**src/rtl/core_obi_arbiter_pkg.sv**
```systemverilog
// Shared widths and helpers for the multicore OBI data-port arbiter.
package core_arb_pkg;

    localparam int ADDR_W = 32;
    localparam int DATA_W = 32;
    localparam int BE_W   = 4;
    localparam int WORD_W = ADDR_W - 2;

    typedef logic [WORD_W-1:0] word_addr_t;

    // Index width that never collapses to zero bits, so a single core still has a legal index.
    function automatic int clog2_min1(input int n);
        return (n <= 2) ? 1 : $clog2(n);
    endfunction

endpackage

```
**src/rtl/core_obi_arbiter_if.sv**
```systemverilog
// Bundle of every core-side and memory-side signal the arbiter touches.
interface core_obi_arbiter_if
    import core_arb_pkg::*;
#(
    parameter int NUM_CORES = 2
);
    // req/gnt: a requester holds req and its fields stable until gnt; the transfer happens in
    // the cycle both are high. rvalid is a single-cycle response with no back-pressure.
    logic [NUM_CORES-1:0]             core_req_i;
    logic [NUM_CORES-1:0]             core_gnt_o;
    logic [NUM_CORES-1:0][ADDR_W-1:0] core_addr_i;
    logic [NUM_CORES-1:0][BE_W-1:0]   core_be_i;
    logic [NUM_CORES-1:0]             core_we_i;
    logic [NUM_CORES-1:0][DATA_W-1:0] core_wdata_i;
    logic [NUM_CORES-1:0]             core_lr_sc_i;
    logic [NUM_CORES-1:0]             core_rvalid_o;
    logic [NUM_CORES-1:0][DATA_W-1:0] core_rdata_o;
    logic [NUM_CORES-1:0]             core_err_o;
    logic [NUM_CORES-1:0]             core_exokay_o;

    logic                             mem_req_o;
    logic                             mem_gnt_i;
    logic [ADDR_W-1:0]                mem_addr_o;
    logic [BE_W-1:0]                  mem_be_o;
    logic                             mem_we_o;
    logic [DATA_W-1:0]                mem_wdata_o;
    logic                             mem_rvalid_i;
    logic [DATA_W-1:0]                mem_rdata_i;
    logic                             mem_err_i;

    // The arbiter serves the cores and fronts the memory.
    modport slave (
        input  core_req_i, core_addr_i, core_be_i, core_we_i, core_wdata_i, core_lr_sc_i,
        output core_gnt_o, core_rvalid_o, core_rdata_o, core_err_o, core_exokay_o,
        output mem_req_o, mem_addr_o, mem_be_o, mem_we_o, mem_wdata_o,
        input  mem_gnt_i, mem_rvalid_i, mem_rdata_i, mem_err_i
    );

    // The environment: the cores plus the shared data memory.
    modport master (
        output core_req_i, core_addr_i, core_be_i, core_we_i, core_wdata_i, core_lr_sc_i,
        input  core_gnt_o, core_rvalid_o, core_rdata_o, core_err_o, core_exokay_o,
        input  mem_req_o, mem_addr_o, mem_be_o, mem_we_o, mem_wdata_o,
        output mem_gnt_i, mem_rvalid_i, mem_rdata_i, mem_err_i
    );

endinterface

```
**src/rtl/core_obi_arbiter_rr_arbiter.sv**
```systemverilog
// Combinational round-robin picker: first requester at or after ptr_i, wrapping.
module rr_arbiter
    import core_arb_pkg::*;
#(
    parameter int N  = 2,
    parameter int IW = clog2_min1(N)
) (
    input  logic [N-1:0]  req_i,
    input  logic [IW-1:0] ptr_i,
    output logic [N-1:0]  gnt_o,
    output logic [IW-1:0] idx_o,
    output logic          valid_o
);

    int slot;

    always_comb begin
        gnt_o   = '0;
        idx_o   = '0;
        valid_o = 1'b0;
        slot    = 0;
        for (int i = 0; i < N; i++) begin
            slot = int'(ptr_i) + i;
            if (slot >= N) begin
                slot = slot - N;
            end
            if (!valid_o && req_i[slot]) begin
                valid_o     = 1'b1;
                gnt_o[slot] = 1'b1;
                idx_o       = IW'(slot);
            end
        end
    end

endmodule

```
**src/rtl/core_obi_arbiter.sv**
```systemverilog
// Merges NUM_CORES OBI data ports onto one memory port with round-robin arbitration,
// in-order response routing and per-core LR/SC reservations; failed SCs complete locally.
module core_obi_arbiter
    import core_arb_pkg::*;
#(
    parameter int NUM_CORES       = 2,
    parameter int MAX_OUTSTANDING = 2
) (
    input logic                clk_i,
    input logic                reset_i,
    core_obi_arbiter_if.slave  bus
);

    localparam int ID_W  = clog2_min1(NUM_CORES);
    localparam int PTR_W = clog2_min1(MAX_OUTSTANDING);
    localparam int CNT_W = $clog2(MAX_OUTSTANDING + 1);

    typedef struct packed {
        logic [ID_W-1:0] id;
        logic            is_local;
        logic            exok;
    } arb_entry_t;

    logic [ID_W-1:0]             rr_ptr_q, rr_ptr_d;
    logic [PTR_W-1:0]            wr_ptr_q, wr_ptr_d;
    logic [PTR_W-1:0]            rd_ptr_q, rd_ptr_d;
    logic [CNT_W-1:0]            count_q, count_d;
    arb_entry_t                  fifo_q [MAX_OUTSTANDING];
    arb_entry_t                  fifo_d [MAX_OUTSTANDING];
    logic [NUM_CORES-1:0]        resv_v_q, resv_v_d;
    word_addr_t [NUM_CORES-1:0]  resv_a_q, resv_a_d;

    logic [NUM_CORES-1:0] req_act;
    logic [NUM_CORES-1:0] win_onehot;
    logic [ID_W-1:0]      win_idx;
    logic                 win_valid;

    logic [ADDR_W-1:0]    w_addr;
    logic [BE_W-1:0]      w_be;
    logic [DATA_W-1:0]    w_wdata;
    logic                 w_we;
    logic                 w_lr_sc;
    logic                 w_resv_hit;
    logic                 fail_sc;

    logic                 fifo_empty;
    logic                 fifo_full;
    arb_entry_t           head;
    logic                 head_valid;
    logic                 mem_resp;
    logic                 pop;
    logic                 stall;
    logic                 mem_req;
    logic                 accept;
    arb_entry_t           push_entry;

    logic [NUM_CORES-1:0]             rsp_rvalid;
    logic [NUM_CORES-1:0]             rsp_err;
    logic [NUM_CORES-1:0]             rsp_exokay;
    logic [NUM_CORES-1:0][DATA_W-1:0] rsp_rdata;

    function automatic logic [PTR_W-1:0] ptr_inc(input logic [PTR_W-1:0] p);
        return (p == PTR_W'(MAX_OUTSTANDING - 1)) ? '0 : p + 1'b1;
    endfunction

    // Reset masks requests so nothing is granted or forwarded while the system is held.
    assign req_act = bus.core_req_i & {NUM_CORES{!reset_i}};

    rr_arbiter #(
        .N  (NUM_CORES),
        .IW (ID_W)
    ) u_rr (
        .req_i   (req_act),
        .ptr_i   (rr_ptr_q),
        .gnt_o   (win_onehot),
        .idx_o   (win_idx),
        .valid_o (win_valid)
    );

    assign w_addr  = bus.core_addr_i[win_idx];
    assign w_be    = bus.core_be_i[win_idx];
    assign w_wdata = bus.core_wdata_i[win_idx];
    assign w_we    = bus.core_we_i[win_idx];
    assign w_lr_sc = bus.core_lr_sc_i[win_idx];

    assign w_resv_hit = resv_v_q[win_idx] && (resv_a_q[win_idx] == w_addr[ADDR_W-1:2]);
    assign fail_sc    = win_valid && w_lr_sc && w_we && !w_resv_hit;

    assign fifo_empty = (count_q == '0);
    assign fifo_full  = (count_q == CNT_W'(MAX_OUTSTANDING));
    assign head       = fifo_q[rd_ptr_q];
    assign head_valid = !fifo_empty && !reset_i;
    assign mem_resp   = head_valid && !head.is_local && bus.mem_rvalid_i;
    assign pop        = head_valid && (head.is_local || bus.mem_rvalid_i);

    // A full FIFO still accepts when its head retires in the same cycle.
    assign stall   = fifo_full && !pop;
    assign mem_req = win_valid && !stall && !fail_sc;
    assign accept  = win_valid && !stall && (fail_sc || bus.mem_gnt_i);

    assign push_entry = '{id: win_idx, is_local: fail_sc, exok: w_lr_sc && !fail_sc};

    assign bus.core_gnt_o  = accept ? win_onehot : '0;
    assign bus.mem_req_o   = mem_req;
    assign bus.mem_addr_o  = mem_req ? w_addr  : '0;
    assign bus.mem_be_o    = mem_req ? w_be    : '0;
    assign bus.mem_we_o    = mem_req && w_we;
    assign bus.mem_wdata_o = mem_req ? w_wdata : '0;

    always_comb begin
        rsp_rvalid = '0;
        rsp_err    = '0;
        rsp_exokay = '0;
        rsp_rdata  = '0;
        if (pop) begin
            rsp_rvalid[head.id] = 1'b1;
            rsp_exokay[head.id] = head.exok;
            rsp_err[head.id]    = mem_resp && bus.mem_err_i;
        end
        if (mem_resp) begin
            for (int c = 0; c < NUM_CORES; c++) begin
                rsp_rdata[c] = bus.mem_rdata_i;
            end
        end
    end

    assign bus.core_rvalid_o = rsp_rvalid;
    assign bus.core_err_o    = rsp_err;
    assign bus.core_exokay_o = rsp_exokay;
    assign bus.core_rdata_o  = rsp_rdata;

    always_comb begin
        rr_ptr_d = rr_ptr_q;
        wr_ptr_d = wr_ptr_q;
        rd_ptr_d = rd_ptr_q;
        count_d  = count_q;
        fifo_d   = fifo_q;
        resv_v_d = resv_v_q;
        resv_a_d = resv_a_q;

        if (accept) begin
            rr_ptr_d         = (win_idx == ID_W'(NUM_CORES - 1)) ? '0 : win_idx + 1'b1;
            fifo_d[wr_ptr_q] = push_entry;
            wr_ptr_d         = ptr_inc(wr_ptr_q);

            // A store that reaches memory breaks every other core's reservation on that word.
            if (w_we && !fail_sc) begin
                for (int k = 0; k < NUM_CORES; k++) begin
                    if ((ID_W'(k) != win_idx) && (resv_a_q[k] == w_addr[ADDR_W-1:2])) begin
                        resv_v_d[k] = 1'b0;
                    end
                end
            end
            if (w_lr_sc && w_we) begin
                resv_v_d[win_idx] = 1'b0;
            end
            if (w_lr_sc && !w_we) begin
                resv_v_d[win_idx] = 1'b1;
                resv_a_d[win_idx] = w_addr[ADDR_W-1:2];
            end
        end

        if (pop) begin
            rd_ptr_d = ptr_inc(rd_ptr_q);
        end

        case ({accept, pop})
            2'b10:   count_d = count_q + 1'b1;
            2'b01:   count_d = count_q - 1'b1;
            default: count_d = count_q;
        endcase
    end

    always_ff @(posedge clk_i) begin
        if (reset_i) begin
            rr_ptr_q <= '0;
            wr_ptr_q <= '0;
            rd_ptr_q <= '0;
            count_q  <= '0;
            resv_v_q <= '0;
            resv_a_q <= '0;
            for (int i = 0; i < MAX_OUTSTANDING; i++) begin
                fifo_q[i] <= '0;
            end
        end else begin
            rr_ptr_q <= rr_ptr_d;
            wr_ptr_q <= wr_ptr_d;
            rd_ptr_q <= rd_ptr_d;
            count_q  <= count_d;
            resv_v_q <= resv_v_d;
            resv_a_q <= resv_a_d;
            fifo_q   <= fifo_d;
        end
    end

    // Memory responses are strictly in order and only ever answer forwarded requests.
    assert property (@(posedge clk_i) disable iff (reset_i)
        !(bus.mem_rvalid_i && fifo_empty));
    assert property (@(posedge clk_i) disable iff (reset_i)
        !(bus.mem_rvalid_i && !fifo_empty && head.is_local));

endmodule

```
**src/flat_wrapper.sv**
```systemverilog
// flat-port wrapper written by rule: the top's interface ports become plain ports
module core_obi_arbiter_flat import core_arb_pkg::*;
#(
    parameter int NUM_CORES       = 2,
    parameter int MAX_OUTSTANDING = 2
)
  (clk_i, reset_i, bus_core_req_i, bus_core_addr_i, bus_core_be_i, bus_core_we_i, bus_core_wdata_i, bus_core_lr_sc_i, bus_core_gnt_o, bus_core_rvalid_o, bus_core_rdata_o, bus_core_err_o, bus_core_exokay_o, bus_mem_req_o, bus_mem_addr_o, bus_mem_be_o, bus_mem_we_o, bus_mem_wdata_o, bus_mem_gnt_i, bus_mem_rvalid_i, bus_mem_rdata_i, bus_mem_err_i);
  core_obi_arbiter_if #(.NUM_CORES(NUM_CORES)) bus_i ();
  input logic clk_i;
  input logic reset_i;
  input wire logic [$bits(bus_i.core_req_i)-1:0] bus_core_req_i;
  input wire logic [$bits(bus_i.core_addr_i)-1:0] bus_core_addr_i;
  input wire logic [$bits(bus_i.core_be_i)-1:0] bus_core_be_i;
  input wire logic [$bits(bus_i.core_we_i)-1:0] bus_core_we_i;
  input wire logic [$bits(bus_i.core_wdata_i)-1:0] bus_core_wdata_i;
  input wire logic [$bits(bus_i.core_lr_sc_i)-1:0] bus_core_lr_sc_i;
  output wire logic [$bits(bus_i.core_gnt_o)-1:0] bus_core_gnt_o;
  output wire logic [$bits(bus_i.core_rvalid_o)-1:0] bus_core_rvalid_o;
  output wire logic [$bits(bus_i.core_rdata_o)-1:0] bus_core_rdata_o;
  output wire logic [$bits(bus_i.core_err_o)-1:0] bus_core_err_o;
  output wire logic [$bits(bus_i.core_exokay_o)-1:0] bus_core_exokay_o;
  output wire logic [$bits(bus_i.mem_req_o)-1:0] bus_mem_req_o;
  output wire logic [$bits(bus_i.mem_addr_o)-1:0] bus_mem_addr_o;
  output wire logic [$bits(bus_i.mem_be_o)-1:0] bus_mem_be_o;
  output wire logic [$bits(bus_i.mem_we_o)-1:0] bus_mem_we_o;
  output wire logic [$bits(bus_i.mem_wdata_o)-1:0] bus_mem_wdata_o;
  input wire logic [$bits(bus_i.mem_gnt_i)-1:0] bus_mem_gnt_i;
  input wire logic [$bits(bus_i.mem_rvalid_i)-1:0] bus_mem_rvalid_i;
  input wire logic [$bits(bus_i.mem_rdata_i)-1:0] bus_mem_rdata_i;
  input wire logic [$bits(bus_i.mem_err_i)-1:0] bus_mem_err_i;
  assign bus_i.core_req_i = bus_core_req_i;
  assign bus_i.core_addr_i = bus_core_addr_i;
  assign bus_i.core_be_i = bus_core_be_i;
  assign bus_i.core_we_i = bus_core_we_i;
  assign bus_i.core_wdata_i = bus_core_wdata_i;
  assign bus_i.core_lr_sc_i = bus_core_lr_sc_i;
  assign bus_core_gnt_o = bus_i.core_gnt_o;
  assign bus_core_rvalid_o = bus_i.core_rvalid_o;
  assign bus_core_rdata_o = bus_i.core_rdata_o;
  assign bus_core_err_o = bus_i.core_err_o;
  assign bus_core_exokay_o = bus_i.core_exokay_o;
  assign bus_mem_req_o = bus_i.mem_req_o;
  assign bus_mem_addr_o = bus_i.mem_addr_o;
  assign bus_mem_be_o = bus_i.mem_be_o;
  assign bus_mem_we_o = bus_i.mem_we_o;
  assign bus_mem_wdata_o = bus_i.mem_wdata_o;
  assign bus_i.mem_gnt_i = bus_mem_gnt_i;
  assign bus_i.mem_rvalid_i = bus_mem_rvalid_i;
  assign bus_i.mem_rdata_i = bus_mem_rdata_i;
  assign bus_i.mem_err_i = bus_mem_err_i;
  core_obi_arbiter #(.NUM_CORES(NUM_CORES), .MAX_OUTSTANDING(MAX_OUTSTANDING)) u_core (.clk_i(clk_i), .reset_i(reset_i), .bus(bus_i));
endmodule
```
**config.mk**
```make
export PLATFORM = sky130hd
export DESIGN_NAME = core_obi_arbiter_flat
export DESIGN_NICKNAME = d
export VERILOG_FILES = /design/src/rtl/core_obi_arbiter_pkg.sv /design/src/rtl/core_obi_arbiter_if.sv /design/src/rtl/core_obi_arbiter_rr_arbiter.sv /design/src/rtl/core_obi_arbiter.sv /design/src/flat_wrapper.sv
export SDC_FILE = /design/constraint.sdc
export NUM_CORES = 1
export LEC_CHECK = 0
export ABC_CLOCK_PERIOD_IN_PS = 8860
export CORE_AREA = 2 2 124 126
export CTS_CLUSTER_DIAMETER = 150
export DETAILED_ROUTE_END_ITERATION = 10
export DIE_AREA = 0 0 126 128
export PLACE_DENSITY = 0.88
export SLEW_MARGIN = 30
export SYNTH_ARGS = -nofsm -noshare
export SYNTH_HDL_FRONTEND = slang
export SYNTH_HIERARCHICAL = 1
export SYNTH_SLANG_ARGS = --single-unit
```
**constraint.sdc**
```tcl
create_clock -name clk_i -period 8.86 [get_ports clk_i]
set_clock_uncertainty 0.1 [all_clocks]
set_input_delay 1.772 -clock clk_i [delete_from_list [all_inputs] [get_ports clk_i]]
set_output_delay 1.772 -clock clk_i [all_outputs]
set_load 0.02 [all_outputs]
```
==> out/qor.yml <==
sta:
  hold_viol: 0
  finalWorstSetupSlack_ns: 0.9339
  relSlewSlack_pct: 41.02
  finalSetupViolations: 0
  tightestPinTransition_ns: 0.8602
  fin_setup_tns_ns: 0
  rsz0062_at_grt: "false"
  period_needed_ns: 7.926
  holdWs_ns: 0.3703
  finalCritPeriodShare_pct: 89.46
  fmax_ghz: 0.1262
  slew_violations: 0
placed_design:
  io_buffer_count: 320
  dpl.cell_count: 1162
  place_ws_ns: 1.024
  dp_hpwl_mm: 18.79
  gp_congestion: 0.9475
floorplan:
  fp.dieArea_um2: 16130
  die_height_um: 128
  rows: 45
  core_area_um2: 14860
  ioPinCount: 321
  die_x_um: 126
  initial_core_util_pct: 39.68
grt:
  grt_most_used_layer: "met2"
  overflow: 0
  grt_usage_pct: 27.36
  use_met1_pct: 34.47
  met3_usage_pct: 6.845
  antenna_found_initial: 1
  first_global_vias: 5867
  grt_max_degree: 77
  grt_pass1_wl_mm: 33.92
  grtUsageMet2_pct: 46.62
layout:
  fillers: 1290
  seq_area_um2: 1461
  syn_to_final_growth_pct: 57.23
  drive_above_1_share_pct: 5.253
  multi_input_area_um2: 3890
  final_nets: 1165
  final_cells: 1179
worst_setup_path:
  worstPathArrival_ns: 6.05
  cp_max_fo: 56
  crit_type: "input pin to output pin"
  critPathLaunchType: "input pin"
  ff2ff_setup_slack_ns: 4.98
  end_kind: "output pin"
  cp.required_ns: 6.99
routing:
  drcViolationCount: 0
  antenna_left: 0
  wire_per_inst_um: 19.84
  via_per_inst: 5.359
  first_pass_iters: 5
  drt_iter0_markers: 550
  wl_mm: 23.39
  via_count: 6318
clocking:
  ctsResizeCount: 0
  clk_latency_ns: 0.34
  cts_sinks: 73
  cts_tree: "built"
  cts.clk_slew.worst_paths_ns: 0.06
  cts_hold_buf: 0
  cts_setup_buffers: 0
  root_buffer: "clkbuf_16"
  htree_levels: 3
  clockBufferDepth: 2
  cts_made_buffers: 9
synth:
  synthTopCellsByArea: "dfxtp_1 25%, xnor2_1 10%, mux2i_1 9.7%"
  avgSynthCellArea_um2: 8.215
  ys_ff_latch: 73
  syn_area_um2: 5898
  synth_common_cells: "141 x nor2_1, 73 x dfxtp_1, 70 x xnor2_1, 61 x a211oi_1, 57 x mux2i_1"
  synth_nets: 898
  seq_area_frac_synth_pct: 24.78
  synth-edff-count: 0
  synth-async-reset-ratio_pct: 0
  synth_top_area_share_pct: 24.78
  ys_types: 59
  synth_area_leader_cell: "dfxtp_1"
  netlist_instances: 718
  ys_warn_count: 6
  synth_most_common_cell: "nor2_1"
  synthFlopType: "dfxtp_1"
pwr:
  p_leak_nw: 3.135
  pwr_density_cell_nw_per_um2: 125.5
  vdd_ir_drop_max_v: 0.0001144
flow_run:
  maxCapViolations: 0
run_status:
  outcome: "completed"
min_path:
  hp-class: "flip-flop to flip-flop"
-- cells by family after synthesis --
logic type / Yosys count / share of synthesized area [%]
buf+inv: 102 / 9.461
xor+xnor: 90 / 13.36
mux: 76 / 15.55
compound gates: 118 / 15.15
simple gates: 258 / 21.49
flops: 73 / 24.78
fa+ha+maj: 1 / 0.2121
-- metal layers --
metal | routed length, um | part of all wire (%) | vias up
met5 | 0 | 0 | -
met4 | 518 | 2.2 | 0
met3 | 1874 | 8.0 | 37
met2 | 11730 | 50 | 342
met1 | 9266 | 40 | 2933
li1 | - | - | 3006
-- final cells by class --
cell class | count | share of cell area (%)
Clock buffer | 10 | 2.469
Tap cell | 188 | 2.536
Antenna cell | 1 | 0.02698
Timing Repair Buffer | 329 | 35.35
Inverter | 29 | 1.174
Clock inverter | 6 | 0.7420
Multi-Input combinational cell | 543 | 41.95
Sequential cell | 73 | 15.76
-- per-stage QoR --
step | total power (W) | util [%] | instance area (um^2)
detailed placement | 0.0008018 | 60.37 | 8974
global placement | 0.0007987 | 60.37 | 8974
global route | 0.001209 | 62.39 | 9274
finish | 0.001164 | 62.39 | 9274
floorplan | 0.0005866 | - | 5898
CTS | 0.001168 | 62.37 | 9271
-- cells in the final DEF (no fill, tap or decap), drive strengths merged, types with 2 or more instances in the layout --
master / instances
xor2: 20
inv: 29
and4: 2
nor3: 2
clkinvlp: 4
nor4: 17
o221ai: 5
and2: 35
o21ai: 8
nand4: 10
nand2: 15
nand2b: 16
o2111ai: 4
xnor2: 70
and3: 3
nor2: 141
o22ai: 4
a21oi: 9
dfxtp: 73
a21o: 3
a21boi: 3
mux2i: 75
a211oi: 61
o21a: 2
clkdlybuf4s50: 319
nand3: 6
a222oi: 3
buf: 10
nor2b: 7
clkbuf: 10
-- power by group --
| group | switching (W) | leakage (nW) | internal (W) | total [W] |
|---|---|---|---|---|
| clock network | 0.000147 | 0.131 | 0.000218 | 0.000365 |
| logic | 0.000227 | 2.41 | 0.000222 | 0.000449 |
| registers | 0.0000115 | 0.591 | 0.000339 | 0.000350 |
-- worst max-delay path, stage by stage --
cell,delay (ns)
clkdlybuf4s50_1,0.45
nor2b_1,0.37
a21boi_4,0.26
buf_4,0.28
a21o_1,0.17
nor4_1,0.63
o21ai_0,0.30
o31ai_4,0.41
nand2_2,0.29
buf_12,0.27
nor2_1,0.14
clkdlybuf4s50_1,0.66
-- flip-flops by register name (all words and copies together), names as in the netlist --
signal,count
u_core/fifo_q,6
u_core/rd_ptr_q,1
u_core/resv_v_q,2
u_core/rr_ptr_q,1
u_core/resv_a_q,60
u_core/count_q,2
u_core/wr_ptr_q,1
-- worst paths after layout --
path | startpoint | end | cells after the start
max reg2reg | u_core/rr_ptr_q$_SDFFE_PP0N_ | u_core/resv_v_q[0]$_SDFFE_PP0N_ | 10
max | bus_core_req_i[0] | bus_mem_addr_o[2] | 12
min reg2reg | u_core/fifo_q[4]$_SDFFE_PP0P_ | u_core/fifo_q[4]$_SDFFE_PP0P_ | 2
min | u_core/fifo_q[4]$_SDFFE_PP0P_ | u_core/fifo_q[4]$_SDFFE_PP0P_ | 2
Power figures use the tool's default switching activity.
==> RTL edit 1 (same flow settings) <==
`MAX_OUTSTANDING` is set to 2 in 2 places; all go to 4.
--- a/src/rtl/core_obi_arbiter.sv
+++ b/src/rtl/core_obi_arbiter.sv
@@ -4,7 +4,7 @@
     import core_arb_pkg::*;
 #(
     parameter int NUM_CORES       = 2,
-    parameter int MAX_OUTSTANDING = 2
+    parameter int MAX_OUTSTANDING = 4
 ) (
     input logic                clk_i,
     input logic                reset_i,
--- a/src/flat_wrapper.sv
+++ b/src/flat_wrapper.sv
@@ -2,7 +2,7 @@
 module core_obi_arbiter_flat import core_arb_pkg::*;
 #(
     parameter int NUM_CORES       = 2,
-    parameter int MAX_OUTSTANDING = 2
+    parameter int MAX_OUTSTANDING = 4
 )
   (clk_i, reset_i, bus_core_req_i, bus_core_addr_i, bus_core_be_i, bus_core_we_i, bus_core_wdata_i, bus_core_lr_sc_i, bus_core_gnt_o, bus_core_rvalid_o, bus_core_rdata_o, bus_core_err_o, bus_core_exokay_o, bus_mem_req_o, bus_mem_addr_o, bus_mem_be_o, bus_mem_we_o, bus_mem_wdata_o, bus_mem_gnt_i, bus_mem_rvalid_i, bus_mem_rdata_i, bus_mem_err_i);
   core_obi_arbiter_if #(.NUM_CORES(NUM_CORES)) bus_i ();
Function: changed (Yosys sat finds a counterexample within 4 cycles, from zero or initial values and one cycle with reset_i high).
==> RTL edit 1 against the unedited design <==
- cell count up 7.1%
- largest power group unchanged
- maximum frequency down 4.0%
- register-to-register slack worse by 560 ps
- synthesized area up 13%
- via count up 10%
- routed wire length up 4.9%
- sequential cell count up 9
- first-iteration DRC count up 10%
- setup slack worse by 330 ps
- total power up 7.8%
- final area up 8.6%
==> RTL edit 1: results (changes against the unedited design) <==
The logs give 6678 (was 5867) for the via count of the first global-routing pass and 669 ps (was 1020 ps) for the worst setup timing slack at the placement stage. The tools report the launch point of the worst path as reset_i (was bus_core_req_i[0]). The maximum VDD drop is 78.4 µV (was 114 µV), and the area share of xor/xnor cells in the synthesized design is 0.122 (was 0.134).

The layout buffer count excluding clock buffers is 332 (was 329). For the sequential area share after synthesis, the log shows 0.245 (was 0.248). Number of antenna violations at the first check in global routing: 2 (was 1). For the first-pass GRT wire length, the log shows 36.6 mm (was 33.9 mm). The filler cell count in the final layout came out at 1195 (was 1290).

The origin of the critical flop-to-flop path was u_core/rr_ptr_q (unchanged). The endpoint of the most critical setup path was bus_mem_we_o (was bus_mem_addr_o[2]). Highest fanout seen on the critical path: 53 (was 56). The run finished with clean final reports. For the number of cells in the design after placement, the log shows 1245 (was 1162).

Biggest area contributors in the synthesized netlist: sky130_fd_sc_hd__dfxtp_1 (25%), sky130_fd_sc_hd__mux2i_1 (20%), sky130_fd_sc_hd__xor2_1 (8.0%), sky130_fd_sc_hd__nor2_1 (4.6%), sky130_fd_sc_hd__nand2_1 (4.5%) (was sky130_fd_sc_hd__dfxtp_1 (25%), sky130_fd_sc_hd__xnor2_1 (10%), sky130_fd_sc_hd__mux2i_1 (9.7%), sky130_fd_sc_hd__nor2_1 (9.0%), sky130_fd_sc_hd__a211oi_1 (7.8%)). The area growth from synthesis to layout is 50.4% (was 57.2%), and the count of cell types in the netlist is 62 (was 59). Adder-cell area share of the yosys netlist: 0.0142 (was 0.00212). The logs give 73 (was 77) for the largest net degree at the start of global routing and 0.971 (was 0.948) for the last weighted congestion value of the routability-driven placer. The run gives 1254 (was 1165) as the number of nets at the end of the flow.

The number of inserted diodes was 2 (was 1); the area occupied by registers was 1640 µm² (was 1460 µm²). The arrival time reported for the critical path endpoint came out at 6380 ps (was 6050 ps). Critical register-to-register path endpoint: u_core/count_q[2] (was u_core/resv_v_q[0]).
-- RTL edit 1: cell types whose count changed in the layout (fill, tap and decap cells not counted), sizes merged, moves of 6 or more --
cell / unedited run / this run
xnor2: 70 / 32
mux2i: 75 / 137
xor2: 20 / 61
nor2: 141 / 82
dfxtp: 73 / 82
nand2: 15 / 80
a211oi: 61 / 0
a2111oi: 1 / 10
or2: 1 / 31
o211ai: 1 / 11
nor4: 17 / 11
-- RTL edit 1: power by group --
| group | internal (W) | switching [W] |
|---|---|---|
| Clock | 0.000221 | 0.000164 |
| Sequential | 0.000381 | 0.0000153 |
| Combinational | 0.000232 | 0.000241 |
| Total | 0.000834 | 0.000421 |
-- RTL edit 1: metal layers --
layer	routed length, µm	GRT usage	vias to the layer above
met4	672	0.0918	0
met3	2020	0.0434	52
met5	0	0	-
met2	12700	0.538	435
met1	9180	0.340	3231
li1	-	-	3239
==> RTL edit 2 (config.mk and constraints unchanged) <==
Made on the original files. Make the reset (`reset_i`) asynchronous in one clocked block.
--- a/src/rtl/core_obi_arbiter.sv
+++ b/src/rtl/core_obi_arbiter.sv
@@ -171,7 +171,7 @@
         endcase
     end
 
-    always_ff @(posedge clk_i) begin
+    always_ff @(posedge clk_i or posedge reset_i) begin
         if (reset_i) begin
             rr_ptr_q <= '0;
             wr_ptr_q <= '0;
Check against the original RTL: same outputs for any inputs over 4 cycles, from zero or initial values and one cycle with reset_i high; that may be too few to reach the edited logic, so the function may still have changed.
==> RTL edit 2 against the unedited design <==
- final area rose by 7.7%
- core utilization rose by 4.8 points
- largest cell class unchanged
- synthesized area rose by 13%
- hold slack better by 36 ps
- setup slack worse by 440 ps
- sequential cell count unchanged
- non-clock buffer count fell by 1
- die area stayed put
- routed wire length shrank 1.4%
- cell count fell by 4.8%
Power is not compared: it rests on default switching activity, and its combinational part moved more than twofold at a synthesized area within 25%.
==> RTL edit 2: results (changes against the unedited design) <==
Met2 capacity usage during global routing: 0.465 (was 0.466). The area share of xor/xnor cells in the synthesized design came out at 0.142 (was 0.134). The adder-cell area share of the yosys netlist is 0.00188 (was 0.00212), and the number of nets at the end of the flow is 1109 (was 1165). The mean cell area of the mapped netlist is 10.2 µm² (was 8.21 µm²). The placed standard-cell area was 9680 µm² (was 8970 µm²). The highest fanout seen on the critical path came out at 44 (was 56).

The layout buffer count excluding clock buffers is 328 (was 329). The flow ran to the end, and the final reports show no timing, DRC or antenna violations. For the headroom to the max-slew limit, the log shows 0.406 (was 0.410).

The sequential area share after synthesis was 0.274 (was 0.248); the fraction of area in clock buffers and inverters was 0.0298 (was 0.0321). The count of cell types in the netlist was 57 (was 59). The worst-path cell with the longest stage delay was sky130_fd_sc_hd__a21boi_4 (was sky130_fd_sc_hd__clkdlybuf4s50_1).

The post-synthesis net count was 833 (was 898). The launch point of the worst path was reset_i (was bus_core_req_i[0]). For the number of standard cells after synthesis, the log shows 653 (was 718). Hold-critical path endpoint: u_core/fifo_q[0] (was u_core/fifo_q[4]).

The routing usage on met3 was 0.0768 (was 0.0684). The endpoint of the most critical setup path was bus_mem_be_o[2] (was bus_mem_addr_o[2]). The delay of the slowest cell on the worst path works out to 750 ps (was 660 ps).

Area taken by multi-input logic gates: 4270 µm² (was 3890 µm²). The worst hold path cell count is 1 (was 2), and the met1 layer usage reported by global route is 0.361 (was 0.345). The proportion of synthesized area in mux cells was 0.285 (was 0.155); the layout inverter count without the clock tree was 24 (was 29). The final hold slack was 406 ps (was 370 ps). The per-cell routed wire length was 20.5 µm (was 19.8 µm); the first-pass GRT wire length was 34.5 mm (was 33.9 mm).

Biggest area contributors in the synthesized netlist: sky130_fd_sc_hd__dfrtp_1 (27%), sky130_fd_sc_hd__xnor2_1 (12%), sky130_fd_sc_hd__mux2_4 (11%), sky130_fd_sc_hd__mux2i_1 (9.6%), sky130_fd_sc_hd__mux2_2 (5.9%) (was sky130_fd_sc_hd__dfxtp_1 (25%), sky130_fd_sc_hd__xnor2_1 (10%), sky130_fd_sc_hd__mux2i_1 (9.7%), sky130_fd_sc_hd__nor2_1 (9.0%), sky130_fd_sc_hd__a211oi_1 (7.8%)). The tools report the multi-input combinational cell count as 493 (was 543). The critical register-to-register path endpoint was u_core/resv_a_q[47] (was u_core/resv_v_q[0]). The number of clock buffers in the layout is 11 (was 10). The final worst-path cycle share works out to 0.944 (was 0.895). Most frequent cells after synthesis: sky130_fd_sc_hd__xnor2_1 (95), sky130_fd_sc_hd__dfrtp_1 (73), sky130_fd_sc_hd__mux2i_1 (64) (was sky130_fd_sc_hd__nor2_1 (141), sky130_fd_sc_hd__dfxtp_1 (73), sky130_fd_sc_hd__xnor2_1 (70)).
[RTL edit 2: changes by cell type after synthesis, moves of 9 or more]
| cell | change |
|---|---|
| sky130_fd_sc_hd__a211oi_1 | -61 |
| sky130_fd_sc_hd__mux2_4 | +51 |
| sky130_fd_sc_hd__nor2_4 | +9 |
| sky130_fd_sc_hd__nor2_1 | -82 |
| sky130_fd_sc_hd__xnor2_1 | +25 |
| sky130_fd_sc_hd__nand2b_1 | -9 |
| sky130_fd_sc_hd__nand4_1 | +12 |
| sky130_fd_sc_hd__nor2b_1 | +9 |
| sky130_fd_sc_hd__mux2_2 | +34 |
| sky130_fd_sc_hd__clkbuf_1 | -21 |
| sky130_fd_sc_hd__dfrtp_1 | +73 |
| sky130_fd_sc_hd__dfxtp_1 | -73 |
[RTL edit 2: metal layers]
metal  wire length [µm]  up-vias
met4                245        2
met1               9760     2816
met5                 12        -
met2              11200      312
li1                   -     2785
met3               1800       25
